File: src/rtl/gray_convert_pipe.sv
// Pipelined binary/Gray converter: B2G, G2B and Gray increment with wrap flag.
// Latency 2 cycles from accept to out_valid, throughput 1 word per cycle.
// Full valid/ready backpressure; in_ready is combinational from out_ready (no skid buffer).
module gray_convert_pipe #(
  parameter int WIDTH     = 4,
  parameter int CNT_WIDTH = 16
) (
  input  logic                 clk,
  input  logic                 reset,
  input  logic                 in_valid,
  output logic                 in_ready,
  input  logic [WIDTH-1:0]     in_data,
  input  logic [1:0]           in_mode,
  output logic                 out_valid,
  input  logic                 out_ready,
  output logic [WIDTH-1:0]     out_data,
  output logic [1:0]           out_mode,
  output logic                 out_wrap,
  output logic                 out_err,
  output logic [CNT_WIDTH-1:0] txn_count
);

  localparam logic [1:0] MODE_B2G  = 2'd0;
  localparam logic [1:0] MODE_G2B  = 2'd1;
  localparam logic [1:0] MODE_GINC = 2'd2;

  // Stage 1: mode plus the binary form of the operand (raw data for B2G/reserved)
  logic             s1_vld_q;
  logic [1:0]       s1_mode_q;
  logic [WIDTH-1:0] s1_bin_q;
  logic [WIDTH-1:0] s1_bin_d;

  // Stage 2: registered result, drives the outputs directly
  logic             s2_vld_q;
  logic [WIDTH-1:0] s2_data_q;
  logic [1:0]       s2_mode_q;
  logic             s2_wrap_q;
  logic             s2_err_q;
  logic [WIDTH-1:0] s2_data_d;
  logic             s2_wrap_d;
  logic             s2_err_d;
  logic [WIDTH-1:0] ginc_n;

  logic [CNT_WIDTH-1:0] txn_q;

  logic s1_adv;
  logic in_acc;

  // S1 may move forward whenever S2 is empty or S2 is being drained this cycle
  assign s1_adv   = !s2_vld_q || out_ready;
  assign in_ready = !reset && (!s1_vld_q || s1_adv);
  assign in_acc   = in_valid && in_ready;

  // Gray-to-binary prefix XOR from the MSB down; other modes pass data through
  always_comb begin
    s1_bin_d = in_data;
    if (in_mode == MODE_G2B || in_mode == MODE_GINC) begin
      for (int i = WIDTH - 2; i >= 0; i--) begin
        s1_bin_d[i] = s1_bin_d[i+1] ^ in_data[i];
      end
    end
  end

  // Stage-2 result selection by mode; reserved mode echoes data and flags an error
  always_comb begin
    s2_data_d = s1_bin_q;
    s2_wrap_d = 1'b0;
    s2_err_d  = 1'b0;
    ginc_n    = s1_bin_q + WIDTH'(1);
    case (s1_mode_q)
      MODE_B2G:  s2_data_d = s1_bin_q ^ (s1_bin_q >> 1);
      MODE_G2B:  s2_data_d = s1_bin_q;
      MODE_GINC: begin
        s2_data_d = ginc_n ^ (ginc_n >> 1);
        s2_wrap_d = &s1_bin_q;
      end
      default:   s2_err_d  = 1'b1;
    endcase
  end

  // Stage-1 register: load on accept, otherwise empty once its word moves to S2
  always_ff @(posedge clk) begin
    if (reset) begin
      s1_vld_q  <= 1'b0;
      s1_mode_q <= 2'd0;
      s1_bin_q  <= '0;
    end else if (in_acc) begin
      s1_vld_q  <= 1'b1;
      s1_mode_q <= in_mode;
      s1_bin_q  <= s1_bin_d;
    end else if (s1_adv) begin
      s1_vld_q  <= 1'b0;
    end
  end

  // Stage-2 register: take S1's word when advancing; held stable while stalled
  always_ff @(posedge clk) begin
    if (reset) begin
      s2_vld_q  <= 1'b0;
      s2_data_q <= '0;
      s2_mode_q <= 2'd0;
      s2_wrap_q <= 1'b0;
      s2_err_q  <= 1'b0;
    end else if (s1_adv) begin
      s2_vld_q <= s1_vld_q;
      if (s1_vld_q) begin
        s2_data_q <= s2_data_d;
        s2_mode_q <= s1_mode_q;
        s2_wrap_q <= s2_wrap_d;
        s2_err_q  <= s2_err_d;
      end
    end
  end

  // Accepted-word counter, wraps silently
  always_ff @(posedge clk) begin
    if (reset) begin
      txn_q <= '0;
    end else if (in_acc) begin
      txn_q <= txn_q + CNT_WIDTH'(1);
    end
  end

  assign out_valid = s2_vld_q;
  assign out_data  = s2_data_q;
  assign out_mode  = s2_mode_q;
  assign out_wrap  = s2_wrap_q;
  assign out_err   = s2_err_q;
  assign txn_count = txn_q;

endmodule
File: config.mk
export PLATFORM = sky130hd
export DESIGN_NAME = gray_convert_pipe
export DESIGN_NICKNAME = d
export VERILOG_FILES = /design/src/rtl/gray_convert_pipe.sv
export SDC_FILE = /design/constraint.sdc
export NUM_CORES = 1
export LEC_CHECK = 0
export BUFFER_PORTS_ARGS = -buffer_cell sky130_fd_sc_hd__buf_2
export CORE_MARGIN = 2
export CORE_UTILIZATION = 52
export CTS_CLUSTER_SIZE = 25
export DETAILED_ROUTE_END_ITERATION = 7
export PLACE_DENSITY = 0.79
export SYNTH_ARGS = -nofsm -noshare
export SYNTH_HDL_FRONTEND = slang
export SYNTH_SLANG_ARGS = --single-unit
export TNS_END_PERCENT = 100
File: constraint.sdc
create_clock -name clk -period 2.5 [get_ports clk]
set_clock_uncertainty 0.1 [all_clocks]
set_input_delay 0.75 -clock clk [delete_from_list [all_inputs] [get_ports clk]]
set_output_delay 0.75 -clock clk [all_outputs]
set_load 0.02 [all_outputs]
==> run_results.csv, run 1 <==
group,metric,value,unit
routing,drc,0,
cts,clk_pin_slew,0.08,ns
logic_synthesis,synth_top_area_share,41.5,%
routing,drt_iter0_markers,43,
timing,min_period,2.27,ns
logic_synthesis,ys_types,38,
run_status,outcome,"finished, final reports clean",
die,fp.dieH,58.5,um
place,hpwl,2350,um
critical_path,r2r_cells,5,
routing,wire_per_inst,12.8,um
timing,setup_viol,0,
pwr,cellPowerDensity,537,mW/mm2
global_routing,use_met2,31.1,%
timing,setup_tns,0,ns
finish,layout_commonest_cell,"buf_2",
timing,min_period_over_period,90.9,%
finish,layout-drive-gt1-share,22.2,%
global_routing,overflow,0,
global_routing,grt_max_degree,19,
die,io_pins,36,
logic_synthesis,synthCells,180,
critical_path,end_kind,"output pin",
critical_path,worstSetupPathType,"in2out",
routing,dr.pass1.iters,4,
routing,vias,1391,
logic_synthesis,synthesis.nets,194,
worst_hold_path,min_path_type,"reg2reg",
timing,rsz0062_at_grt,"no",
cts,cts_tree,"done",
die,die_area,0.00342,mm2
routing,wl,3150,um
place,port_buffers,35,
worst_hold_path,whs_path_depth,2,
cts,clk_root_buffer_cell,"clkbuf_4",
timing,drv_slew,0,
finish,layout_common_cells,"buf_2, dfxtp_1, nor2_1, nand2_1, a21oi_1",
cts,hold_buffers,0,
pwr,irDropWorstVdd,0.479,mV
cts,clkLatencyLatePin,0.33,ns
global_routing,grt_pass1_wl,5120,um
timing,hold-worst-slack,0.353,ns
pwr,p_leak,0.780,nW
die,start_util,55.6,%
finish,syn2layout_area_growth,15.2,%
logic_synthesis,synth_ff_type,"dfxtp_1",
logic_synthesis,ys_seq_area_share,41.5,%
logic_synthesis,synth.area.top_cells,"dfxtp_1, a21oi_1, nor2_1",
routing,ant_nets,0,
die,die_x,58.5,um
global_routing,use_met3,6.37,%
logic_synthesis,ys_ff_latch,32,
cts,clockBufferDepth,2,
cts,post_cts_buffers,0,
die,fp-row-count,19,
cts,cts_resized,0,
logic_synthesis,synthArstFlopShare,0,%
cts,numCtsBuffers,5,
run,drv_cap,0,
logic_synthesis,synth_edf_count,0,
critical_path,critPathLaunchType,"input pin",
critical_path,worst-path-max-fanout,4,
die,core,0.00278,mm2
place,place_congestion,0.906,
timing,maxSlewHeadroom,73.7,%
timing,finalHoldViolations,0,
logic_synthesis,synth_area,0.00155,mm2
logic_synthesis,yosys_warnings,0,
logic_synthesis,avgSynthCellArea,8.58,um2
critical_path,required,1.65,ns
timing,max_freq,0.440,GHz
finish,final_nets,230,
cts,cts_sinks,32,
routing,via_per_inst,5.63,
finish,n_antenna_cell,0,
global_routing,antenna_found_initial,0,
timing,worst_pin_slew,0.395,ns
global_routing,grt_most_used_layer,"met2",
global_routing,gr-usage-all-layers,19.4,%
global_routing,met1_usage,23.7,%
critical_path,arrival,1.42,ns
global_routing,grt_pass1_vias,1222,
cts,htree_levels,2,
logic_synthesis,yosysTopAreaCell,"dfxtp_1",
synthesized netlist by cell type, drive strengths merged (2+ instances only):
cell type / n
dfxtp: 32
nand2: 20
nor2: 20
a21oi: 18
nand3: 10
o21ai: 9
xor2: 8
xnor2: 7
nand4: 5
buf: 4
clkbuf: 4
ha: 4
inv: 4
o31ai: 4
or3: 4
a211oi: 3
nor2b: 3
or4: 3
and2: 2
and3: 2
and4: 2
nor4: 2
layout make-up:
class | count | area [um2]
fill | 260 | 1000
clock inverter | 1 | 5.00
clock buffer | 6 | 41.3
multi-input combinational | 136 | 850
tap | 31 | 38.8
timing repair buffer | 37 | 190
inverter | 4 | 15.0
sequential | 32 | 641
where the power goes:
part | switching [mW] | leakage (nW) | internal, mW | total (mW)
combinational | 0.0777 | 0.491 | 0.0607 | 0.138
clock | 0.165 | 0.0281 | 0.103 | 0.268
sequential | 0.0208 | 0.261 | 0.529 | 0.550
total | 0.263 | 0.780 | 0.693 | 0.956
worst paths after layout:
check	slack, ns	endpoint	start
setup / recovery	0.23	in_ready	out_ready
hold / removal	0.35	out_wrap	out_wrap
setup reg to reg	0.67	txn_count[14]	txn_count[0]
hold reg to reg	0.35	out_wrap	out_wrap
metrics by stage:
| step | power [mW] | setup slack, ns | utilization (%) | instances | instance area [um2] |
|---|---|---|---|---|---|
| 2_1_floorplan | 0.659 | 0.234 | - | 180 | 1550 |
| 3_3_place_gp | 0.693 | 0.251 | 62.3 | 240 | 1730 |
| 6_report | 0.956 | 0.227 | 64.0 | 247 | 1780 |
| 3_5_place_dp | 0.700 | 0.200 | 62.3 | 240 | 1730 |
| 5_1_grt | 0.998 | 0.137 | 64.0 | 247 | 1780 |
| 4_1_cts | 0.966 | 0.231 | 64.0 | 247 | 1780 |
state kept, by name, indices dropped and copies added, names as in the netlist:
| register | cells |
|---|---|
| s1_mode_q | 2 |
| out_mode | 2 |
| out_valid | 1 |
| txn_count | 16 |
| out_err | 1 |
| out_data | 4 |
| out_wrap | 1 |
| s1_bin_q | 4 |
| s1_vld_q | 1 |
layer usage:
layer  wire length, um  vias to the layer above  part of all wire (%)
met5                 0                        -                     0
met4                34                        0                   1.1
met3               192                        4                   6.1
met2              1510                       39                    48
met1              1420                      642                    45
li1                  -                      706                     -
critical path, stage by stage:
cell and delay [ns]:
buf_2 0.10, nand2b_1 0.18, nor2_1 0.17, nor2_1 0.05, buf_2 0.16
logic make-up after synthesis:
group | after synthesis | share of synthesized area, %
AO/OA/AOI/OAI | 38 | 14.5
adder cells (fa/ha/maj) | 4 | 3.24
XOR/XNOR | 17 | 11.5
flip-flops | 32 | 41.5
buffers and inverters | 12 | 3.56
AND/OR/NAND/NOR | 77 | 25.7
Note: power is estimated with default switching activity, not from simulation.
==> inputs of run 2 (changes only) <==
Settings changed: CELL_PAD_IN_SITES_DETAIL_PLACEMENT set to 0, CELL_PAD_IN_SITES_GLOBAL_PLACEMENT set to 1, CORE_UTILIZATION 52 to 39.
==> run_results.csv, run 2 (synthesis gave the netlist of run 1 again) <==
group,metric,value,unit
finish,utilization,49.3,%
critical_path,required,1.65,ns
pwr,p_sw_share,25.1,%
pwr,p_leak,0.797,nW
die,core,0.00374,mm2
die,fp.dieH,66.9,um
cts,htree_levels,2,
critical_path,crit_buf_inv,2,
cts,clkLatencyLatePin,0.28,ns
critical_path,critPathLaunchType,"input pin",
critical_path,worstSetupPathType,"in2out",
place,hpwl,2490,um
routing,wire_per_inst,12.5,um
pwr,power_frac_seq,50.7,%
global_routing,grt_pass1_vias,1271,
global_routing,grt_pass1_wl,5590,um
timing,maxSlewHeadroom,71.0,%
timing,rsz0062_at_grt,"no",
timing,worst_pin_slew,0.435,ns
worst_hold_path,min_path_type,"reg2reg",
cts,cts_sinks,32,
timing,finalHoldViolations,0,
cts,clockBufferDepth,2,
routing,vias,1385,
finish,layout_commonest_cell,"buf_2",
critical_path,arrival,1.39,ns
timing,setup_viol,0,
timing,min_period_over_period,89.5,%
routing,dr.pass1.iters,4,
pwr,irDropWorstVdd,0.261,mV
place,place_congestion,0.845,
cts,post_cts_buffers,0,
routing,wl,3330,um
cts,cts_tree,"done",
die,io_pins,36,
global_routing,overflow,0,
timing,drv_slew,0,
finish,nFillCells,395,
place,place_area,0.00176,mm2
pwr,cellPowerDensity,589,mW/mm2
timing,hold-worst-slack,0.351,ns
routing,via_per_inst,5.23,
routing,ant_nets,0,
critical_path,crit_path_top_delay_cell,"nand2b_1",
pwr,power.share.clock,36.7,%
pwr,p_switching,273,uW
timing,setup_tns,0,ns
finish,n_antenna_cell,0,
timing,min_period,2.24,ns
place,port_buffers,35,
critical_path,end_kind,"output pin",
finish,final_nets,230,
global_routing,gr-usage-all-layers,16.9,%
critical_path,crit_chain,"buf_2, nand2b_1, nor2_1, nor2_1, buf_2",
critical_path,critPathMaxStageDelay,0.17,ns
routing,drt_iter0_markers,74,
global_routing,antenna_found_initial,0,
run_status,outcome,"finished, final reports clean",
cts,numCtsBuffers,5,
finish,final_area,0.00185,mm2
cts,hold_buffers,0,
cts,clk_root_buffer_cell,"clkbuf_8",
die,fp-row-count,22,
pwr,combinationalPowerShare,12.6,%
critical_path,critPathTopFamily,"simple AND/OR/NAND/NOR gates",
finish,layout_common_cells,"buf_2, dfxtp_1, nor2_1, nand2_1, a21oi_1",
cts,clk_pin_slew,0.06,ns
finish,largest_reg_flops,16,
finish,syn2layout_area_growth,19.4,%
finish,instances_no_fill,265,
pwr,p_int,815,uW
die,start_util,41.3,%
routing,drc,0,
timing,max_freq,0.447,GHz
finish,layout-drive-gt1-share,22.1,%
place,dp_cells,257,
die,die_area,0.00448,mm2
critical_path,worst-path-max-fanout,4,
cts,cts_resized,0,
global_routing,grt_max_degree,17,
run,drv_cap,0,
die,die_x,66.9,um
run 2: final timing paths:
| check | start | end | slack, ns | cells past startpoint |
|---|---|---|---|---|
| setup / recovery | out_ready | in_ready | 0.26 | 5 |
| hold / removal | out_err | out_err | 0.35 | 2 |
| setup reg to reg | txn_count[0] | txn_count[14] | 0.66 | 5 |
| hold reg to reg | out_err | out_err | 0.35 | 2 |
run 2: final cells by class:
cell class,count,area (um2),area share [%]
timing repair buffer,37,190,10.3
sequential,32,641,34.7
tap,48,60.1,3.25
inverter,4,15.0,0.814
clock buffer,8,90.1,4.88
multi-input combinational,136,850,46.0
run 2: tightest hold or removal path, delay by kind of cell, from the launching register on:
family / cells / cell delay (ns)
DFF: 1 / 0.31
and+or+nand+nor: 1 / 0.05
AOI/OAI and AO/OA: 1 / 0.05
run 2: stage by stage:
step / power (mW) / worst slack (ns)
3_3_place_gp: 0.696 / 0.263
6_report: 1.09 / 0.263
2_1_floorplan: 0.659 / 0.234
4_1_cts: 1.10 / 0.263
5_1_grt: 1.15 / 0.199
3_5_place_dp: 0.701 / 0.208
run 2: power by group through the flow:
stage | clock network (mW) | logic (mW) | registers, mW
4_1_cts | 0.411 | 0.140 | 0.551
3_3_place_gp | 0 | 0.135 | 0.561
2_1_floorplan | 0 | 0.0917 | 0.568
5_1_grt | 0.443 | 0.155 | 0.554
3_5_place_dp | 0 | 0.139 | 0.562
6_report | 0.399 | 0.138 | 0.551
run 2: metal layers:
| metal | share of wire (%) | wire (um) | track usage [%] | vias up |
|---|---|---|---|---|
| met2 | 45 | 1500 | 26.5 | 30 |
| met1 | 47 | 1570 | 20.7 | 643 |
| met3 | 5.5 | 182 | 4.90 | 7 |
| met4 | 2.3 | 76 | 9.18 | 0 |
| li1 | - | - | - | 705 |
| met5 | 0 | 0 | 0 | - |
